===== src/rtl/cordic_pkg.sv =====
// Shared definitions for the summation datapath stages: FSM states,
// Q2.20 fixed-point format constants and default FP unit latencies.
package cordic_pkg;

    typedef enum logic [1:0] {
        ST_IDLE = 2'd0,
        ST_RUN  = 2'd1,
        ST_DONE = 2'd2
    } state_e;

    localparam int unsigned FRAC_BITS       = 20;
    localparam int unsigned CORDIC_WIDTH    = 22;
    localparam int unsigned FLT_WIDTH       = 32;
    localparam int unsigned DEF_MUL_LATENCY = 3;
    localparam int unsigned DEF_ADD_LATENCY = 3;

endpackage


===== src/rtl/fix22_to_fp32.sv =====
// Exact signed fixed-point to IEEE-754 single conversion (purely combinational).
module fix22_to_fp32
    import cordic_pkg::*;
#(
    parameter int unsigned FIX_W = CORDIC_WIDTH,
    parameter int unsigned FRAC  = FRAC_BITS
) (
    input  logic [FIX_W-1:0] fix_i,
    output logic [31:0]      flt_o
);

    logic             sign;
    logic [FIX_W-1:0] mag;
    int unsigned      msb;
    logic [31:0]      shifted;

    always_comb begin
        sign    = fix_i[FIX_W-1];
        mag     = sign ? (~fix_i + 1'b1) : fix_i;
        msb     = 0;
        for (int unsigned i = 0; i < FIX_W; i++) begin
            if (mag[i]) msb = i;
        end
        // FIX_W <= 24 keeps every significant bit inside the 23-bit fraction
        shifted = 32'(mag) << (23 - msb);
        flt_o   = '0;
        if (mag != '0) begin
            flt_o = {sign, 8'(int'(127 + msb) - int'(FRAC)), shifted[22:0]};
        end
    end

endmodule


===== src/rtl/fp_add.sv =====
// Pipelined single-precision adder, round-to-nearest-even, denormals flushed.
module fp_add #(
    parameter int unsigned LATENCY = 3
) (
    input  logic        clk_i,
    input  logic        en_i,
    input  logic [31:0] a_i,
    input  logic [31:0] b_i,
    output logic [31:0] y_o
);

    localparam logic [31:0] QNAN = 32'h7FC0_0000;

    logic        a_nan, b_nan, a_inf, b_inf, a_zero, b_zero, swap;
    logic        s_big, s_sml, inc;
    logic [7:0]  e_big, e_sml, d;
    logic [26:0] m_big, m_sml, m_al, norm;
    logic [27:0] sum;
    logic [24:0] rnd;
    logic [22:0] mant;
    int unsigned msb;
    int          e_res;
    logic [31:0] y_d;
    logic [31:0] pipe_q [LATENCY];

    always_comb begin
        a_nan  = (a_i[30:23] == 8'hFF) && (a_i[22:0] != '0);
        b_nan  = (b_i[30:23] == 8'hFF) && (b_i[22:0] != '0);
        a_inf  = (a_i[30:23] == 8'hFF) && (a_i[22:0] == '0);
        b_inf  = (b_i[30:23] == 8'hFF) && (b_i[22:0] == '0);
        a_zero = (a_i[30:23] == '0);
        b_zero = (b_i[30:23] == '0);

        swap  = b_i[30:0] > a_i[30:0];
        s_big = swap ? b_i[31] : a_i[31];
        s_sml = swap ? a_i[31] : b_i[31];
        e_big = swap ? b_i[30:23] : a_i[30:23];
        e_sml = swap ? a_i[30:23] : b_i[30:23];
        m_big = {1'b1, (swap ? b_i[22:0] : a_i[22:0]), 3'b000};
        m_sml = {1'b1, (swap ? a_i[22:0] : b_i[22:0]), 3'b000};
        d     = e_big - e_sml;

        // guard/round bits plus a sticky bit collecting everything shifted out
        if (d >= 8'd27) m_al = 27'd1;
        else m_al = (m_sml >> d) | {26'b0, |(m_sml & ((27'd1 << d) - 27'd1))};

        if (s_big == s_sml) sum = {1'b0, m_big} + {1'b0, m_al};
        else                sum = {1'b0, m_big} - {1'b0, m_al};

        msb = 0;
        for (int unsigned i = 0; i < 27; i++) begin
            if (sum[i]) msb = i;
        end

        e_res = int'(e_big);
        if (sum[27]) begin
            norm  = {sum[27:2], sum[1] | sum[0]};
            e_res = e_res + 1;
        end else begin
            norm  = sum[26:0] << (26 - msb);
            e_res = e_res - 26 + int'(msb);
        end

        inc  = norm[2] & (norm[1] | norm[0] | norm[3]);
        rnd  = {1'b0, norm[26:3]} + 25'(inc);
        mant = rnd[24] ? rnd[23:1] : rnd[22:0];
        if (rnd[24]) e_res = e_res + 1;

        if (a_nan || b_nan || (a_inf && b_inf && (a_i[31] != b_i[31]))) y_d = QNAN;
        else if (a_inf)            y_d = a_i;
        else if (b_inf)            y_d = b_i;
        else if (a_zero && b_zero) y_d = {a_i[31] & b_i[31], 31'b0};
        else if (a_zero)           y_d = b_i;
        else if (b_zero)           y_d = a_i;
        else if (sum == '0)        y_d = '0;
        else if (e_res >= 255)     y_d = {s_big, 8'hFF, 23'b0};
        else if (e_res <= 0)       y_d = {s_big, 31'b0};
        else                       y_d = {s_big, 8'(e_res), mant};
    end

    always_ff @(posedge clk_i) begin
        if (en_i) begin
            pipe_q[0] <= y_d;
            for (int unsigned i = 1; i < LATENCY; i++) pipe_q[i] <= pipe_q[i-1];
        end
    end

    assign y_o = pipe_q[LATENCY-1];

endmodule


===== src/rtl/fp_mul.sv =====
// Pipelined single-precision multiplier, round-to-nearest-even, denormals flushed.
module fp_mul #(
    parameter int unsigned LATENCY = 3
) (
    input  logic        clk_i,
    input  logic        en_i,
    input  logic [31:0] a_i,
    input  logic [31:0] b_i,
    output logic [31:0] y_o
);

    localparam logic [31:0] QNAN = 32'h7FC0_0000;

    logic [7:0]  ea, eb;
    logic        a_nan, b_nan, a_inf, b_inf, a_zero, b_zero, s;
    logic [23:0] ma, mb;
    logic [47:0] prod;
    logic [22:0] mant;
    logic        g, st, inc;
    logic [23:0] rnd;
    int          e_res;
    logic [31:0] y_d;
    logic [31:0] pipe_q [LATENCY];

    always_comb begin
        ea     = a_i[30:23];
        eb     = b_i[30:23];
        a_nan  = (ea == 8'hFF) && (a_i[22:0] != '0);
        b_nan  = (eb == 8'hFF) && (b_i[22:0] != '0);
        a_inf  = (ea == 8'hFF) && (a_i[22:0] == '0);
        b_inf  = (eb == 8'hFF) && (b_i[22:0] == '0);
        a_zero = (ea == '0);
        b_zero = (eb == '0);
        s      = a_i[31] ^ b_i[31];
        ma     = {1'b1, a_i[22:0]};
        mb     = {1'b1, b_i[22:0]};
        prod   = 48'(ma) * 48'(mb);
        e_res  = int'(ea) + int'(eb) - 127;
        if (prod[47]) begin
            mant  = prod[46:24];
            g     = prod[23];
            st    = |prod[22:0];
            e_res = e_res + 1;
        end else begin
            mant  = prod[45:23];
            g     = prod[22];
            st    = |prod[21:0];
        end
        inc = g & (st | mant[0]);
        rnd = {1'b0, mant} + 24'(inc);
        if (rnd[23]) e_res = e_res + 1;

        if (a_nan || b_nan || (a_inf && b_zero) || (b_inf && a_zero)) y_d = QNAN;
        else if (a_inf || b_inf)  y_d = {s, 8'hFF, 23'b0};
        else if (a_zero || b_zero) y_d = {s, 31'b0};
        else if (e_res >= 255)    y_d = {s, 8'hFF, 23'b0};
        else if (e_res <= 0)      y_d = {s, 31'b0};
        else                      y_d = {s, 8'(e_res), rnd[22:0]};
    end

    always_ff @(posedge clk_i) begin
        if (en_i) begin
            pipe_q[0] <= y_d;
            for (int unsigned i = 1; i < LATENCY; i++) pipe_q[i] <= pipe_q[i-1];
        end
    end

    assign y_o = pipe_q[LATENCY-1];

endmodule


===== src/rtl/stage_2_combine.sv =====
// Computes sum(half_i + square_i * cos_i) for three operand sets using one shared
// FP multiplier and one shared FP adder under a fixed, counter-driven schedule.
module stage_2_combine
    import cordic_pkg::*;
#(
    parameter int unsigned FLT_DATA_WIDTH    = FLT_WIDTH,
    parameter int unsigned CORDIC_DATA_WIDTH = CORDIC_WIDTH,
    parameter int unsigned MUL_LATENCY       = DEF_MUL_LATENCY,
    parameter int unsigned ADD_LATENCY       = DEF_ADD_LATENCY
) (
    input  logic                         clk,
    input  logic                         rst,
    input  logic                         clk_en,
    input  logic                         start,
    input  logic [CORDIC_DATA_WIDTH-1:0] cos_one,
    input  logic [CORDIC_DATA_WIDTH-1:0] cos_two,
    input  logic [CORDIC_DATA_WIDTH-1:0] cos_three,
    input  logic [FLT_DATA_WIDTH-1:0]    half_one,
    input  logic [FLT_DATA_WIDTH-1:0]    half_two,
    input  logic [FLT_DATA_WIDTH-1:0]    half_three,
    input  logic [FLT_DATA_WIDTH-1:0]    square_one,
    input  logic [FLT_DATA_WIDTH-1:0]    square_two,
    input  logic [FLT_DATA_WIDTH-1:0]    square_three,
    output logic [FLT_DATA_WIDTH-1:0]    result,
    output logic                         done
);

    localparam int unsigned ML     = MUL_LATENCY;
    localparam int unsigned AL     = ADD_LATENCY;
    localparam int unsigned LAST_K = 1 + ML + 3 * AL;
    localparam int unsigned KW     = $clog2(LAST_K + 1);

    // k counts RUN cycles; k = 0 is the first cycle after start is accepted
    localparam logic [KW-1:0] K_MUL_END = KW'(3);
    localparam logic [KW-1:0] K_ADD0    = KW'(ML);
    localparam logic [KW-1:0] K_ADD2    = KW'(ML + 2);
    localparam logic [KW-1:0] K_TERM0   = KW'(ML + AL);
    localparam logic [KW-1:0] K_SUM01   = KW'(1 + ML + AL);
    localparam logic [KW-1:0] K_FINAL   = KW'(1 + ML + 2 * AL);
    localparam logic [KW-1:0] K_LAST    = KW'(LAST_K);

    state_e                        state_q, state_d;
    logic [KW-1:0]                 k_q, k_d;
    logic                          latch_en;
    logic [CORDIC_DATA_WIDTH-1:0]  cos_q    [3];
    logic [FLT_DATA_WIDTH-1:0]     half_q   [3];
    logic [FLT_DATA_WIDTH-1:0]     square_q [3];
    logic [FLT_DATA_WIDTH-1:0]     term_q   [3];
    logic [FLT_DATA_WIDTH-1:0]     term_d   [3];
    logic [FLT_DATA_WIDTH-1:0]     sum01_q, sum01_d;
    logic [FLT_DATA_WIDTH-1:0]     result_q, result_d;

    logic [1:0]                    mul_sel;
    logic [CORDIC_DATA_WIDTH-1:0]  conv_in;
    logic [31:0]                   conv_out;
    logic [31:0]                   mul_a, mul_y;
    logic [31:0]                   add_a, add_b, add_y;

    fix22_to_fp32 #(
        .FIX_W (CORDIC_DATA_WIDTH),
        .FRAC  (FRAC_BITS)
    ) u_conv (
        .fix_i (conv_in),
        .flt_o (conv_out)
    );

    fp_mul #(
        .LATENCY (MUL_LATENCY)
    ) u_mul (
        .clk_i (clk),
        .en_i  (clk_en),
        .a_i   (mul_a),
        .b_i   (conv_out),
        .y_o   (mul_y)
    );

    fp_add #(
        .LATENCY (ADD_LATENCY)
    ) u_add (
        .clk_i (clk),
        .en_i  (clk_en),
        .a_i   (add_a),
        .b_i   (add_b),
        .y_o   (add_y)
    );

    always_comb begin
        state_d  = state_q;
        k_d      = k_q;
        result_d = result_q;
        term_d   = term_q;
        sum01_d  = sum01_q;
        latch_en = 1'b0;
        done     = 1'b0;
        if (clk_en) begin
            unique case (state_q)
                ST_IDLE: begin
                    if (start) begin
                        state_d  = ST_RUN;
                        k_d      = '0;
                        latch_en = 1'b1;
                    end
                end
                ST_RUN: begin
                    k_d = k_q + 1'b1;
                    if (k_q == K_TERM0)        term_d[0] = add_y;
                    if (k_q == K_TERM0 + 1'b1) term_d[1] = add_y;
                    if (k_q == K_TERM0 + 2'd2) term_d[2] = add_y;
                    if (k_q == K_FINAL)        sum01_d   = add_y;
                    if (k_q == K_LAST) begin
                        result_d = add_y;
                        state_d  = ST_DONE;
                    end
                end
                ST_DONE: begin
                    done    = !rst;
                    state_d = ST_IDLE;
                end
                default: state_d = ST_IDLE;
            endcase
        end
    end

    always_comb begin
        mul_sel = (k_q < K_MUL_END) ? 2'(k_q) : 2'd0;
        conv_in = cos_q[mul_sel];
        mul_a   = square_q[mul_sel];
    end

    // Operands that retire on the adder in the same cycle they are needed are
    // taken from the capture path (_d), so no extra bypass cycle is spent.
    always_comb begin
        add_a = '0;
        add_b = '0;
        if (k_q >= K_ADD0 && k_q <= K_ADD2) begin
            add_a = half_q[2'(k_q - K_ADD0)];
            add_b = mul_y;
        end else if (k_q == K_SUM01) begin
            add_a = term_d[0];
            add_b = term_d[1];
        end else if (k_q == K_FINAL) begin
            add_a = sum01_d;
            add_b = term_d[2];
        end
    end

    always_ff @(posedge clk) begin
        if (rst) begin
            state_q  <= ST_IDLE;
            k_q      <= '0;
            result_q <= '0;
            sum01_q  <= '0;
            for (int unsigned i = 0; i < 3; i++) begin
                cos_q[i]    <= '0;
                half_q[i]   <= '0;
                square_q[i] <= '0;
                term_q[i]   <= '0;
            end
        end else begin
            state_q  <= state_d;
            k_q      <= k_d;
            result_q <= result_d;
            sum01_q  <= sum01_d;
            term_q   <= term_d;
            if (latch_en) begin
                cos_q[0]    <= cos_one;
                cos_q[1]    <= cos_two;
                cos_q[2]    <= cos_three;
                half_q[0]   <= half_one;
                half_q[1]   <= half_two;
                half_q[2]   <= half_three;
                square_q[0] <= square_one;
                square_q[1] <= square_two;
                square_q[2] <= square_three;
            end
        end
    end

    assign result = result_q;

endmodule


===== config.mk =====
export PLATFORM = sky130hd
export DESIGN_NAME = stage_2_combine
export DESIGN_NICKNAME = d
export VERILOG_FILES = /design/src/rtl/cordic_pkg.sv /design/src/rtl/fix22_to_fp32.sv /design/src/rtl/fp_add.sv /design/src/rtl/fp_mul.sv /design/src/rtl/stage_2_combine.sv
export SDC_FILE = /design/constraint.sdc
export NUM_CORES = 2
export LEC_CHECK = 0
export BUFFER_PORTS_ARGS = -buffer_cell sky130_fd_sc_hd__buf_2
export CORE_MARGIN = 5
export CORE_UTILIZATION = 40
export DETAILED_ROUTE_END_ITERATION = 7
export PLACE_DENSITY = 0.68
export SKIP_CTS_REPAIR_TIMING = 1
export SLEW_MARGIN = 5
export SYNTH_ARGS = -nofsm -noshare
export SYNTH_HDL_FRONTEND = slang
export SYNTH_SLANG_ARGS = --single-unit

===== constraint.sdc =====
create_clock -name clk -period 21.1 [get_ports clk]
set_input_delay 1.055 -clock clk [delete_from_list [all_inputs] [get_ports clk]]
set_output_delay 1.055 -clock clk [all_outputs]
set_load 0.01 [all_outputs]

* After elaboration in Yosys (flattened, before gate mapping) *
Memories as Yosys holds them, arrays and structs flattened.
Cells that the tools add are included.

word-level totals
  bits in registers = 166
  memory bits (writable) = 450
  input bits = 262
  output and inout bits = 33
  logic and storage cells = 247
  memories kept = 5

memories
  name          words  width  rd ports  clocked after Yosys merged registers in  write ports  line                   text
  half_q        3      32     1         0                                        3            stage_2_combine.sv:46  logic [FLT_DATA_WIDTH-1:0] half_q [3];
  square_q      3      32     1         0                                        3            stage_2_combine.sv:47  logic [FLT_DATA_WIDTH-1:0] square_q [3];
  u_add.pipe_q  3      32     3         0                                        3            fp_add.sv:24           logic [31:0] pipe_q [LATENCY];
  u_mul.pipe_q  3      32     3         0                                        3            fp_mul.sv:23           logic [31:0] pipe_q [LATENCY];
  cos_q         3      22     1         0                                        3            stage_2_combine.sv:45  logic [CORDIC_DATA_WIDTH-1:0] cos_q [3];

operators by class
  add/subtract/negate cells = 21
  $mul = 1
  magnitude comparators = 9
  equal/unequal tests = 15
  shift operators = 4
  muxes and demuxes = 121
  bitwise logic cells = 20
  reductions and logical operators = 44

operator list
  kind                                                                               number
  32-bit two-way mux                                                                 31
  96-bit two-way mux                                                                 2
  31-bit two-way mux                                                                 6
  32-bit by 2-bit adder with 32-bit output, second input constant                    3
  23-bit zero test                                                                   4
  23-bit two-way mux                                                                 4
  23-bit nonzero test                                                                4
  22-bit two-way mux                                                                 4
  5-bit two-way mux                                                                  17
  4-bit two-way mux                                                                  17
  32-bit by 9-bit >= comparator with 1-bit output, second input constant             2
  32-bit by 1-bit less-or-equal comparator with 1-bit output, second input constant  2
  27-bit two-way mux                                                                 2
  24-bit by 24-bit multiplier with 48-bit output                                     1
  32-bit by 6-bit adder with 32-bit output                                           1
  8-bit == test, second input constant                                               4
  8-bit zero test                                                                    4
  22-bit by 32-bit << shifter with 23-bit output                                     1
  27-bit by 32-bit << shifter with 27-bit output                                     1
  32-bit by 8-bit subtractor with 32-bit output, second input constant               1
  31-bit > comparator                                                                1
  27-bit by 27-bit adder with 28-bit output                                          1
  28-bit zero test                                                                   1
  28-bit two-way mux                                                                 1
  other kinds (49)                                                                   120

* Longest topological paths before layout *
  depth in word-level cells = 62
  mapped depth = 84
  gate-level depth less buffers = 74

* Hierarchy *
From an unflattened synthesis, not the netlist that was laid out.

second synthesis, totals
  cell total of the unflattened synthesis = 7373
  area total of the unflattened synthesis = 64722.1 sq um

modules (own cells, without submodules)
  module           times used  cells each  area an instance (sq um)  seq. area each (sq um)
  fp_mul           1           2808        25573.3                   2882.8
  stage_2_combine  1           1737        18845.6                   11070.6
  fp_add           1           2394        17426.7                   2882.8
  fix22_to_fp32    1           434         2876.5                    0.0

* Worst setup path after synthesis *
OpenSTA, ideal clock, no wires.

  path type = register -> register
  start = reg k_q[0]
  end = mem u_mul.pipe_q[0][18] (data pin)
  setup time = 167 ps
  arrival time = 18037 ps
  required time = 20933 ps
  setup slack = 2896 ps
  stages on the path, launching flop included = 76
  path buffers = 15
  clock period less this slack = 18204 ps
  path through = dfxtp_1 -> clkbuf_1 -> buf_1 -> clkbuf_1 -> clkbuf_1 -> and2_1 -> clkbuf_1 -> clkbuf_1 -> mux2i_1 -> nor2_1 -> a21oi_1 -> and3_1 -> nand2_1 -> nor4_1 -> inv_1 -> nor3_1 -> nor2_1 -> xor2_1 -> [... 40 more ...] -> clkbuf_1 -> clkbuf_1 -> clkbuf_1 -> buf_1 -> nand2_1 -> a21oi_1 -> ha_1 -> nand2_1 -> or3_1 -> nor3_1 -> and2_1 -> nand2_1 -> a211o_1 -> nor4_1 -> nand3_1 -> xnor2_1 -> nor2_1 -> a211oi_1

RTL lines
  item                      line                    text
  start: declaration        stage_2_combine.sv:43   logic [KW-1:0] k_q, k_d;
  start signal: assignment  stage_2_combine.sv:161  k_q <= k_d;
  end: declaration          fp_mul.sv:23

==> results.cfg <==
[synth]
post_synth.cell_area_avg_um2 = 8.98
yosysSeqAreaShare_pct = 28.6
synth_area_leader_cell = edfxtp_1
syn_area_um2 = 58800
synth_edf_count = 450
synth_top_family_by_area = adder cells
synthFlopType = edfxtp_1
synth_simple_gate_area_share_pct = 18.7
synth_compound_area_share_pct = 14.1
synthTopCellsByArea = edfxtp_1, fa_1, ha_1
synth_fa_ha_area_share_pct = 22.7
yosysTopAreaCellShare_pct = 23.0
async_flop_share_pct = 0
synthMuxAreaShare_pct = 6.43
synth.ff_latch_count = 616
syn_nets = 7589
synth_cell_types = 112
synthCells = 6549
yosys.area_share.xor_xnor_pct = 2.80
ys_warn_count = 0

[sta]
final_hold_viol_count = 0
worstMarginPinSlew_ns = 1.35
setup-violations-final = 0
clock-skew-final_ns = 0.0272
layout_min_cycle_time_ns = 19.35
timing.slew.headroom_pct = 9.88
min_period_over_period_pct = 91.7
slew_violations = 0
finalSetupTns_ns = 0
rsz0062_at_grt = false
max_freq_mhz = 51.7

[critical_path]
critPathLaunchType = flip-flop
slowest_delay_ns = 0.74
crit_arrival_ns = 19.77
worst_ep_required_time_ns = 21.52
crit_path_max_fanout = 42
startpoint = k_q[0]
end_kind = flip-flop
r2r-start = k_q[0]
crit_type = reg2reg
slowest_stage = or4b_2
critPathBufInv = 8
crit_family = simple AND/OR/NAND/NOR gates

[route]
via_per_inst = 5.77
drc = 0
dr.pass1.iters = 6
wl_per_cell_um = 22.4
ant_nets = 0
via_count = 50300
drtIter0Drc = 4679
wirelength_um = 196000

[global_routing]
grt_first_pass_wirelength_um = 299000
grt_pass1_vias = 50000
grt_max_degree = 137
grt_remaining_overflow = 0
grt_antenna_before_repair = 2
grtUsageTotal_pct = 24.4

[final_layout]
drive_above_1_share_pct = 11.3
design_area_um2 = 65200
diodes = 0
layout_commonest_cell = nand2_1
num-nets-final = 7798
area_growth_pct = 10.8
layout_common_cells = nand2_1, nor2_1, inv_1
finalCoreUtilization_pct = 44.6

[floorplan]
coreArea_um2 = 146000
die_w_um = 393
die_h_um = 393
ios = 295
initial_core_util_pct = 40.3
num_rows = 140
die_area_um2 = 155000

[cts]
numCtsBuffers = 57
clk_latency_ns = 0.66
clockBufferDepth = 3
cts.reportedPaths.clkPinSlew_ns = 0.07
numClockSinks = 616
tritoncts = yes
cts_max_level = 2
root_buffer = clkbuf_16

[placement]
port_buffers = 294
place.gp.congestion = 0.993
placed_cell_area_um2 = 63000
dp_hpwl_um = 153000

[run]
drv_cap = 0

[outcome]
status = completed

[worst_hold_path]
worstHoldStart = u_mul.pipe_q[0][40]
hold_class = reg2reg
synth_stat cells, drive strengths merged, types with 17 or more instances:
cell / number
nand2b: 36
a211oi: 60
nand4: 55
o221ai: 55
a31oi: 44
or3: 43
a221oi: 17
o211ai: 42
edfxtp: 450
o31ai: 27
or2: 30
xor2: 57
and3: 45
mux2: 34
nand2: 805
nor3: 143
mux2i: 303
o22ai: 38
fa: 485
nor4: 32
clkbuf: 283
a21oi: 314
o21ai: 304
o21bai: 31
xnor2: 127
a21o: 60
nor2: 654
dfxtp: 166
o21a: 33
and2: 318
nand3: 105
inv: 652
buf: 69
ha: 293
per-layer routing:
metal,global-route usage (%),wire [um],up-vias
met5,0,13,-
met4,12.7,12500,2
met2,40.8,91900,2264
met1,30.4,76700,24600
met3,3.90,14400,563
li1,-,-,22900
flip-flops by register name, summed over array words and instances (netlist names), 4 cells and up:
register	count
half_q	96
square_q	96
term_q	96
u_add.pipe_q	96
u_mul.pipe_q	96
cos_q	66
result	32
sum01_q	32
k_q	4
worst reg2reg max path: cells and delay by family, from the launching register on:
kind | cells | cell delay [ns]
compound gates | 19 | 4.26
xor+xnor | 1 | 0.21
fa+ha+maj | 9 | 4.27
buf+inv | 8 | 1.67
flops | 1 | 0.33
mux | 1 | 0.26
simple gates | 21 | 8.15
area by class of cell:
cell class              count  area (um2)
well taps                1917        2400
clock inverters            39         507
repair buffers            502        3070
clock buffers              69        1620
multi-input cells        4916       38200
fillers                 14100       80800
flip-flops and latches    616       16800
inverters                 665        2500
logic make-up (layout without fill, tap and decap cells):
kind of cell    after synthesis  in the layout
fa+ha+maj                   778            778
compound gates             1242           1242
simple gates               2359           2359
buf+inv                    1017           1275
mux                         353            353
flops                       616            616
xor+xnor                    184            184
stage by stage:
step | worst slack (ns) | hold WS [ns] | std cells
2_1_floorplan | 2.90 | 0.400 | 6549
3_3_place_gp | 1.82 | 0.401 | 8616
3_5_place_dp | 1.45 | 0.405 | 8616
4_1_cts | 1.40 | 0.410 | 8724
5_1_grt | 0.229 | 0.422 | 8724
6_report | 1.75 | 0.411 | 8724
path summary, 6_finish.rpt:
| path | cells past startpoint | slack (ns) | end |
|---|---|---|---|
| max | 59 | 1.75 | u_mul.pipe_q[0][14] |
| min | 0 | 0.41 | u_mul.pipe_q[0][72] |
| max reg2reg | 59 | 1.75 | u_mul.pipe_q[0][14] |
| min reg2reg | 0 | 0.41 | u_mul.pipe_q[0][72] |
Power is not shown: default switching activity piles up to over one toggle a cycle in this logic, so the estimate is an artifact.
